===== src/rtl/bcd_seq_conv_pkg.sv =====
// Shared constants and state encoding for the iterative binary-to-BCD
// converter (double dabble, one input bit per clock).
package bcd_pkg;

  localparam int BCD_DIGIT_W = 4;

  // A digit >= 5 would reach >= 10 after the next shift, so it is
  // pre-corrected by +3 to force the carry into the next digit.
  localparam logic [BCD_DIGIT_W-1:0] ADD3_THRESH = 4'd5;
  localparam logic [BCD_DIGIT_W-1:0] ADD3_VAL    = 4'd3;

  typedef enum logic {
    IDLE = 1'b0,
    CONV = 1'b1
  } state_t;

endpackage


===== src/rtl/bcd_seq_conv_if.sv =====
// Handshake and data bundle between a requester and the BCD converter.
interface bcd_seq_conv_if #(
  parameter int BIN_W  = 15,
  parameter int DIGITS = 4
) ();

  logic                  start;
  logic [BIN_W-1:0]      bin;
  logic                  busy;
  logic                  done;
  logic [4*DIGITS-1:0]   bcd;
  logic                  ovf;

  // Requester side: issues start/bin, observes status and result.
  modport master (
    output start, bin,
    input  busy, done, bcd, ovf
  );

  // Converter side.
  modport slave (
    input  start, bin,
    output busy, done, bcd, ovf
  );

endinterface


===== src/rtl/bcd_seq_conv_add3.sv =====
// Single-digit double-dabble correction: digits >= 5 get +3 before the shift.
module bcd_add3
  import bcd_pkg::*;
(
  input  logic [BCD_DIGIT_W-1:0] din,
  output logic [BCD_DIGIT_W-1:0] dout
);

  // Largest corrected value is 9+3=12, which still fits in one digit.
  assign dout = (din >= ADD3_THRESH) ? din + ADD3_VAL : din;

endmodule


===== src/rtl/bcd_seq_conv.sv =====
// Iterative binary-to-BCD converter. One input bit is consumed per clock;
// the result and overflow flag are registered and held between done pulses.
module bcd_seq_conv
  import bcd_pkg::*;
#(
  parameter int BIN_W  = 15,
  parameter int DIGITS = 4
) (
  input  logic          clk,
  input  logic          rst_n,
  bcd_seq_conv_if.slave bus
);

  localparam int SCR_W = BCD_DIGIT_W * DIGITS;
  localparam int CNT_W = $clog2(BIN_W + 1);

  state_t             state_q, state_d;
  logic [BIN_W-1:0]   sh_q;
  logic [SCR_W-1:0]   scr_q;
  logic               ovf_acc_q;
  logic [CNT_W-1:0]   cnt_q;
  logic [SCR_W-1:0]   bcd_q;
  logic               ovf_q;
  logic               done_q;

  logic [SCR_W-1:0]   scr_corr;
  logic [SCR_W-1:0]   scr_shift;
  logic [BIN_W-1:0]   sh_shift;
  logic               exit_bit;
  logic               load;
  logic               step;
  logic               last;

  // Per-digit correction of the scratch digits ahead of each shift.
  for (genvar g = 0; g < DIGITS; g++) begin : g_add3
    bcd_add3 u_add3 (
      .din  (scr_q[g*BCD_DIGIT_W +: BCD_DIGIT_W]),
      .dout (scr_corr[g*BCD_DIGIT_W +: BCD_DIGIT_W])
    );
  end

  // Shift the corrected digits and the remaining binary bits as one word;
  // the bit falling off the top digit marks a value too large for DIGITS.
  always_comb begin
    {scr_shift, sh_shift} = {scr_corr, sh_q} << 1;
    exit_bit              = scr_corr[SCR_W-1];
  end

  // Next-state and control decode.
  always_comb begin
    // NOTE: every always_comb output gets a default first so no path can
    // leave it unassigned and infer a latch.
    state_d = state_q;
    load    = 1'b0;
    step    = 1'b0;
    last    = 1'b0;
    case (state_q)
      IDLE: begin
        if (bus.start) begin
          load    = 1'b1;
          state_d = CONV;
        end
      end
      CONV: begin
        step = 1'b1;
        if (cnt_q == CNT_W'(1)) begin
          last    = 1'b1;
          state_d = IDLE;
        end
      end
      default: state_d = IDLE;
    endcase
  end

  // State register.
  always_ff @(posedge clk or negedge rst_n) begin
    // NOTE: sequential state uses non-blocking assignments so every flop
    // samples pre-edge values regardless of statement order.
    if (!rst_n) state_q <= IDLE;
    else        state_q <= state_d;
  end

  // Conversion datapath, result registers and done pulse.
  always_ff @(posedge clk or negedge rst_n) begin
    // NOTE: these are plain flops (not a memory array), so all of them are
    // cleared by reset, including scratch state that a restart overwrites.
    if (!rst_n) begin
      sh_q      <= '0;
      scr_q     <= '0;
      ovf_acc_q <= 1'b0;
      cnt_q     <= '0;
      bcd_q     <= '0;
      ovf_q     <= 1'b0;
      done_q    <= 1'b0;
    end else begin
      done_q <= last;
      if (load) begin
        sh_q      <= bus.bin;
        scr_q     <= '0;
        ovf_acc_q <= 1'b0;
        cnt_q     <= CNT_W'(BIN_W);
      end else if (step) begin
        sh_q      <= sh_shift;
        scr_q     <= scr_shift;
        ovf_acc_q <= ovf_acc_q | exit_bit;
        cnt_q     <= cnt_q - CNT_W'(1);
      end
      if (last) begin
        bcd_q <= scr_shift;
        ovf_q <= ovf_acc_q | exit_bit;
      end
    end
  end

  assign bus.busy = (state_q == CONV);
  assign bus.done = done_q;
  assign bus.bcd  = bcd_q;
  assign bus.ovf  = ovf_q;

endmodule


===== src/flat_wrapper.sv =====
// flat-port wrapper written by rule: the top's interface ports become plain ports
module bcd_seq_conv_flat import bcd_pkg::*;
#(
  parameter int BIN_W  = 15,
  parameter int DIGITS = 4
)
  (clk, rst_n, bus_start, bus_bin, bus_busy, bus_done, bus_bcd, bus_ovf);
  bcd_seq_conv_if #(.BIN_W(BIN_W), .DIGITS(DIGITS)) bus_i ();
  input  logic clk;
  input  logic rst_n;
  input wire logic [$bits(bus_i.start)-1:0] bus_start;
  input wire logic [$bits(bus_i.bin)-1:0] bus_bin;
  output wire logic [$bits(bus_i.busy)-1:0] bus_busy;
  output wire logic [$bits(bus_i.done)-1:0] bus_done;
  output wire logic [$bits(bus_i.bcd)-1:0] bus_bcd;
  output wire logic [$bits(bus_i.ovf)-1:0] bus_ovf;
  assign bus_i.start = bus_start;
  assign bus_i.bin = bus_bin;
  assign bus_busy = bus_i.busy;
  assign bus_done = bus_i.done;
  assign bus_bcd = bus_i.bcd;
  assign bus_ovf = bus_i.ovf;
  bcd_seq_conv #(.BIN_W(BIN_W), .DIGITS(DIGITS)) u_core (.clk(clk), .rst_n(rst_n), .bus(bus_i));
endmodule

===== config.mk =====
export PLATFORM = sky130hd
export DESIGN_NAME = bcd_seq_conv_flat
export DESIGN_NICKNAME = d
export VERILOG_FILES = /design/src/rtl/bcd_seq_conv_pkg.sv /design/src/rtl/bcd_seq_conv_if.sv /design/src/rtl/bcd_seq_conv_add3.sv /design/src/rtl/bcd_seq_conv.sv /design/src/flat_wrapper.sv
export SDC_FILE = /design/constraint.sdc
export NUM_CORES = 1
export LEC_CHECK = 0
export ABC_AREA = 1
export CORE_MARGIN = 4
export CORE_UTILIZATION = 40
export DETAILED_ROUTE_END_ITERATION = 16
export SYNTH_ARGS = -nofsm -noshare
export SYNTH_HDL_FRONTEND = slang
export SYNTH_SLANG_ARGS = --single-unit

===== constraint.sdc =====
create_clock -name clk -period 3.6 [get_ports clk]
set_clock_uncertainty 0.15 [all_clocks]
set_input_delay 0.72 -clock clk [delete_from_list [all_inputs] [get_ports clk]]
set_output_delay 0.72 -clock clk [all_outputs]
set_load 0.1 [all_outputs]

==> results of run 1 <==
[per-stage QoR]
stage	setup WS [ns]	instance area [um^2]	hold WS, ns
global placement	1.28	2970	0.314
floorplan	1.64	2600	0.274
finish	0.942	3040	0.332
detailed placement	1.27	2970	0.317
global route	0.878	3040	0.354
CTS	0.927	3040	0.340
[cell usage after synthesis (all sizes together)]
| cell type | n |
|---|---|
| dfrtp | 55 |
| ha | 10 |
| o22ai | 5 |
| a22oi | 1 |
| o221ai | 8 |
| nor2 | 8 |
| a21oi | 3 |
| nand3 | 32 |
| o211ai | 9 |
| nand2 | 102 |
| buf | 9 |
| o21ai | 22 |
| inv | 37 |
[metal layers]
metal  GRT usage [%]  share of wire [%]  wire [um]  vias to the layer above
met4            6.04                1.9         99                        0
met1            19.6                 50       2610                      921
met5               0                  0          0                        -
met2            24.7                 45       2370                       28
li1                -                  -          -                     1051
met3            1.96                2.6        133                        9
[flip-flops by register name, indices dropped and copies added (netlist names)]
name / cells
u_core.bus.done: 1
u_core.bus.bcd: 16
u_core.bus.busy: 1
u_core.sh_q: 15
u_core.scr_q: 16
u_core.cnt_q: 4
u_core.bus.ovf: 1
u_core.ovf_acc_q: 1
[final cells by class]
| type | count | area [um^2] | area share, % |
|---|---|---|---|
| well taps | 77 | 96.3 | 3.17 |
| inverters | 37 | 139 | 4.57 |
| multi-input cells | 200 | 1020 | 33.7 |
| repair buffers | 38 | 333 | 10.9 |
| flip-flops and latches | 55 | 1380 | 45.2 |
| clock buffers | 6 | 72.6 | 2.39 |
[path summary, 6_finish.rpt]
path / from / to / slack (ns) / cells past startpoint
min reg2reg: u_core.bus.ovf / u_core.bus.ovf / 0.33 / 2
max reg2reg: u_core.cnt_q[1] / u_core.bus.bcd[4] / 1.73 / 8
min: u_core.bus.ovf / u_core.bus.ovf / 0.33 / 2
max: u_core.bus.bcd[15] / bus_bcd[15] / 0.94 / 1
min in group asynchronous: rst_n / u_core.bus.done / 0.38 / 2
max in group asynchronous: rst_n / u_core.cnt_q[2] / 2.44 / 2
[cells by family (layout without fill, tap and decap cells)]
| family | after synthesis | in the layout | share of synthesized area [%] |
|---|---|---|---|
| AND/OR/NAND/NOR | 142 | 142 | 23.0 |
| flip-flops | 55 | 55 | 53.0 |
| adder cells (fa/ha/maj) | 10 | 10 | 4.81 |
| buffers and inverters | 46 | 81 | 7.61 |
| AO/OA/AOI/OAI | 48 | 48 | 11.6 |
==> metrics, run 1 <==
slowest CP cell clkdlybuf4s50_1; Syn Area/Cell 8.63 um^2; sequential-to-total area share from yosys stat 53.0%; YS warnings 0; final setup fails 0; number of buffers created by CTS 5; outcome complete, no violations; via count 2009; Iter 0 DRT Violations 74; HPWL Detailed 3.51 mm; post-layout util 48.2%; RePlAce Congestion 0.802; Hold-fix buffers, CTS 0; placed cell count 407; die area 0.00785 mm^2; Bufs and invs on worst path 1; Post-CTS Setup Repair Bufs 0; Hold Crit Class register to register; Worst Path Arrival 1.79 ns; fraction of layout cells with a size suffix above 1 9.23%; Final min period 2.66 ns; worst skew pair latency 0.30 ns; vias in the first global route 1958; CP max stage delay 1.13 ns; Detailed Routing Iterations Pass 1 4; Max Cap Viol 0; RSZ-0062 raised after global routing false; routed vias/inst 4.86; max-slew violations 0; Area Overhead vs Synth 17.0%; io pins 37; Layout Cells excl Fill 413; H-tree Lvls 2; largest net degree at the start of global routing 56; Max Root-Sink Buffers 2; Max-slew headroom 35.8%; Final ANT Viol Nets 0; fmax 0.376 GHz; final hold vios 0; CP required 2.73 ns; Crit path max-delay family buffers and inverters; core area 0.00631 mm^2; fin crit share 73.8%; gr ovfl total 0; Synth top area share 53.0%; Starting Density 41.2%; mapped cell area 0.00260 mm^2; fill count 617; Port Buffers 36; Root Buffer clkbuf_8; Crit. End Element output port; final WL 5.21 mm; # clock sinks 55; count of cell types in the netlist 20; Total Nets Final 365; Std-Cell Rows 29; synth top area cells dfrtp_1, nand2_1, nand3_1; CP Launch Type register; post_cts resized 0; Synth Instances 301; most frequent cells in the layout nand2_1, dfrtp_1, inv_1; leading cell type in the layout, fill and taps excluded nand2_1; TritonCTS clock tree built; Synth area leader dfrtp_1; chip height 88.6 um; # diodes 0; crit-path cells clkdlybuf4s50_1; Tightest Pin Transition 0.960 ns; Setup Crit Path Kind register to output port; Die X 88.6 um; CP Max Fanout 2; Clock Pin Slew Worst Setup and Hold Paths 0.09 ns; first-pass GRT wire length 9.05 mm; # DRC 0; routed len/inst 12.6 um; Total Neg Setup Slack 0 ns; synthesized net count 329; GRT Resource Usage Total 14.8%; initial antenna violation count 0; Yosys reg bits 55
Power of run 1 is not shown: default switching activity piles up to over one toggle a cycle in this logic, so the estimate is an artifact.
==> inputs of run 2 (changes only) <==
Clock period 3.6 ns to 2.5 ns, I/O delays scaled along.
==> metrics, run 2 (synthesized netlist as in run 1, its figures left out) <==
first-pass GRT wire length 9.27 mm; post_cts resized 0; fin crit share 73.2%; met1 Use GR 20.0%; critical path depth 2; final WL 5.45 mm; RSZ-0062 raised after global routing false; Std-Cell Rows 29; Total Neg Setup Slack 0 ns; TritonCTS clock tree built; Port Buffers 36; number of buffers created by CTS 5; Post-CTS Setup Repair Bufs 0; final setup fails 0; Die X 88.6 um; Max Cap Viol 0; # diodes 0; core area 0.00631 mm^2; met3 GRT Util 3.26%; crit-path cells buf_4 > buf_12; Final min period 1.83 ns; gr busiest metal met2; largest net degree at the start of global routing 26; max-slew violations 0; Setup Crit Path Kind register to output port; die area 0.00785 mm^2; worst reg2reg endpoint u_core.bus.bcd[4]; worst r2r src u_core.scr_q[0]; hold_ws 0.0268 ns; Clock Pin Slew Worst Setup and Hold Paths 0.09 ns; chip height 88.6 um; placed cell count 409; met2 Usage GRT 24.8%; leading cell type in the layout, fill and taps excluded nand2_1; Max Root-Sink Buffers 2; fmax 0.546 GHz; io pins 37; worst skew pair latency 0.31 ns; # clock sinks 55; CP Max Fanout 20; Root Buffer clkbuf_8; Hold-fix buffers, CTS 0; outcome complete, no violations; Hold Crit Class primary input to asynchronous set/reset pin; Max-slew headroom 61.8%; Total Nets Final 367; routed len/inst 13.1 um; Layout Cells excl Fill 417; routed vias/inst 4.99; Starting Density 41.2%; Crit. End Element output port; most frequent cells in the layout nand2_1, dfrtp_1, inv_1; CP required 1.85 ns; Worst Path Arrival 1.18 ns; Tightest Pin Transition 0.573 ns; fill count 634; Detailed Routing Iterations Pass 1 4; H-tree Lvls 2; CP max stage delay 0.37 ns; HPWL Detailed 3.85 mm; Iter 0 DRT Violations 102; Area Overhead vs Synth 18.8%; Reg2Reg Setup Slack 0.76 ns; Crit path max-delay family buffers and inverters; gr ovfl total 0; fraction of layout cells with a size suffix above 1 11.5%; final hold vios 0; CP Launch Type register; # DRC 0; via count 2082; GRT Resource Usage Total 15.3%; Final ANT Viol Nets 0; vias in the first global route 1987; RePlAce Congestion 0.784; FF-to-FF path depth 7; slowest CP cell dfrtp_1; Bufs and invs on worst path 2; initial antenna violation count 0
[run 2: cell count changes in the layout (fill, tap and decap cells not counted)]
cell / change
clkdlybuf4s50_1: -4
buf_12: +1
buf_4: +5
clkbuf_8: +2
[run 2: per-stage QoR]
| step | util [%] | setup WS [ns] | cell area [um^2] |
|---|---|---|---|
| floorplan | - | 0.540 | 2600 |
| global placement | 47.3 | 0.605 | 2990 |
| detailed placement | 47.3 | 0.581 | 2990 |
| CTS | 48.9 | 0.644 | 3090 |
| global route | 48.9 | 0.608 | 3090 |
| finish | 48.9 | 0.670 | 3090 |
[run 2: worst max path at each step]
stage	startpoint	endpoint	slack, ns
after floorplan	u_core.bus.busy	u_core.bus.bcd[3]	0.54
after global placement	bus_start	u_core.sh_q[9]	0.60
after detailed placement	bus_start	u_core.sh_q[7]	0.58
after CTS	u_core.bus.busy	bus_busy	0.64
after global routing	u_core.bus.busy	bus_busy	0.61
final	u_core.bus.busy	bus_busy	0.67
[run 2: routing by layer]
layer	vias up	share of wire, %
met5	-	0
met4	0	1.7
met3	8	2.9
met2	39	48
met1	972	47
li1	1063	-
[run 2: area by class of cell]
class                           instances  area [um^2]  area share, %
Sequential cell                        55         1380           44.6
Tap cell                               77         96.3           3.12
Multi-Input combinational cell        200         1020           33.2
Clock buffer                            8          100           3.24
Timing Repair Buffer                   40          350           11.3
Inverter                               37          139           4.50
Power of run 2 is left out for the same reason.
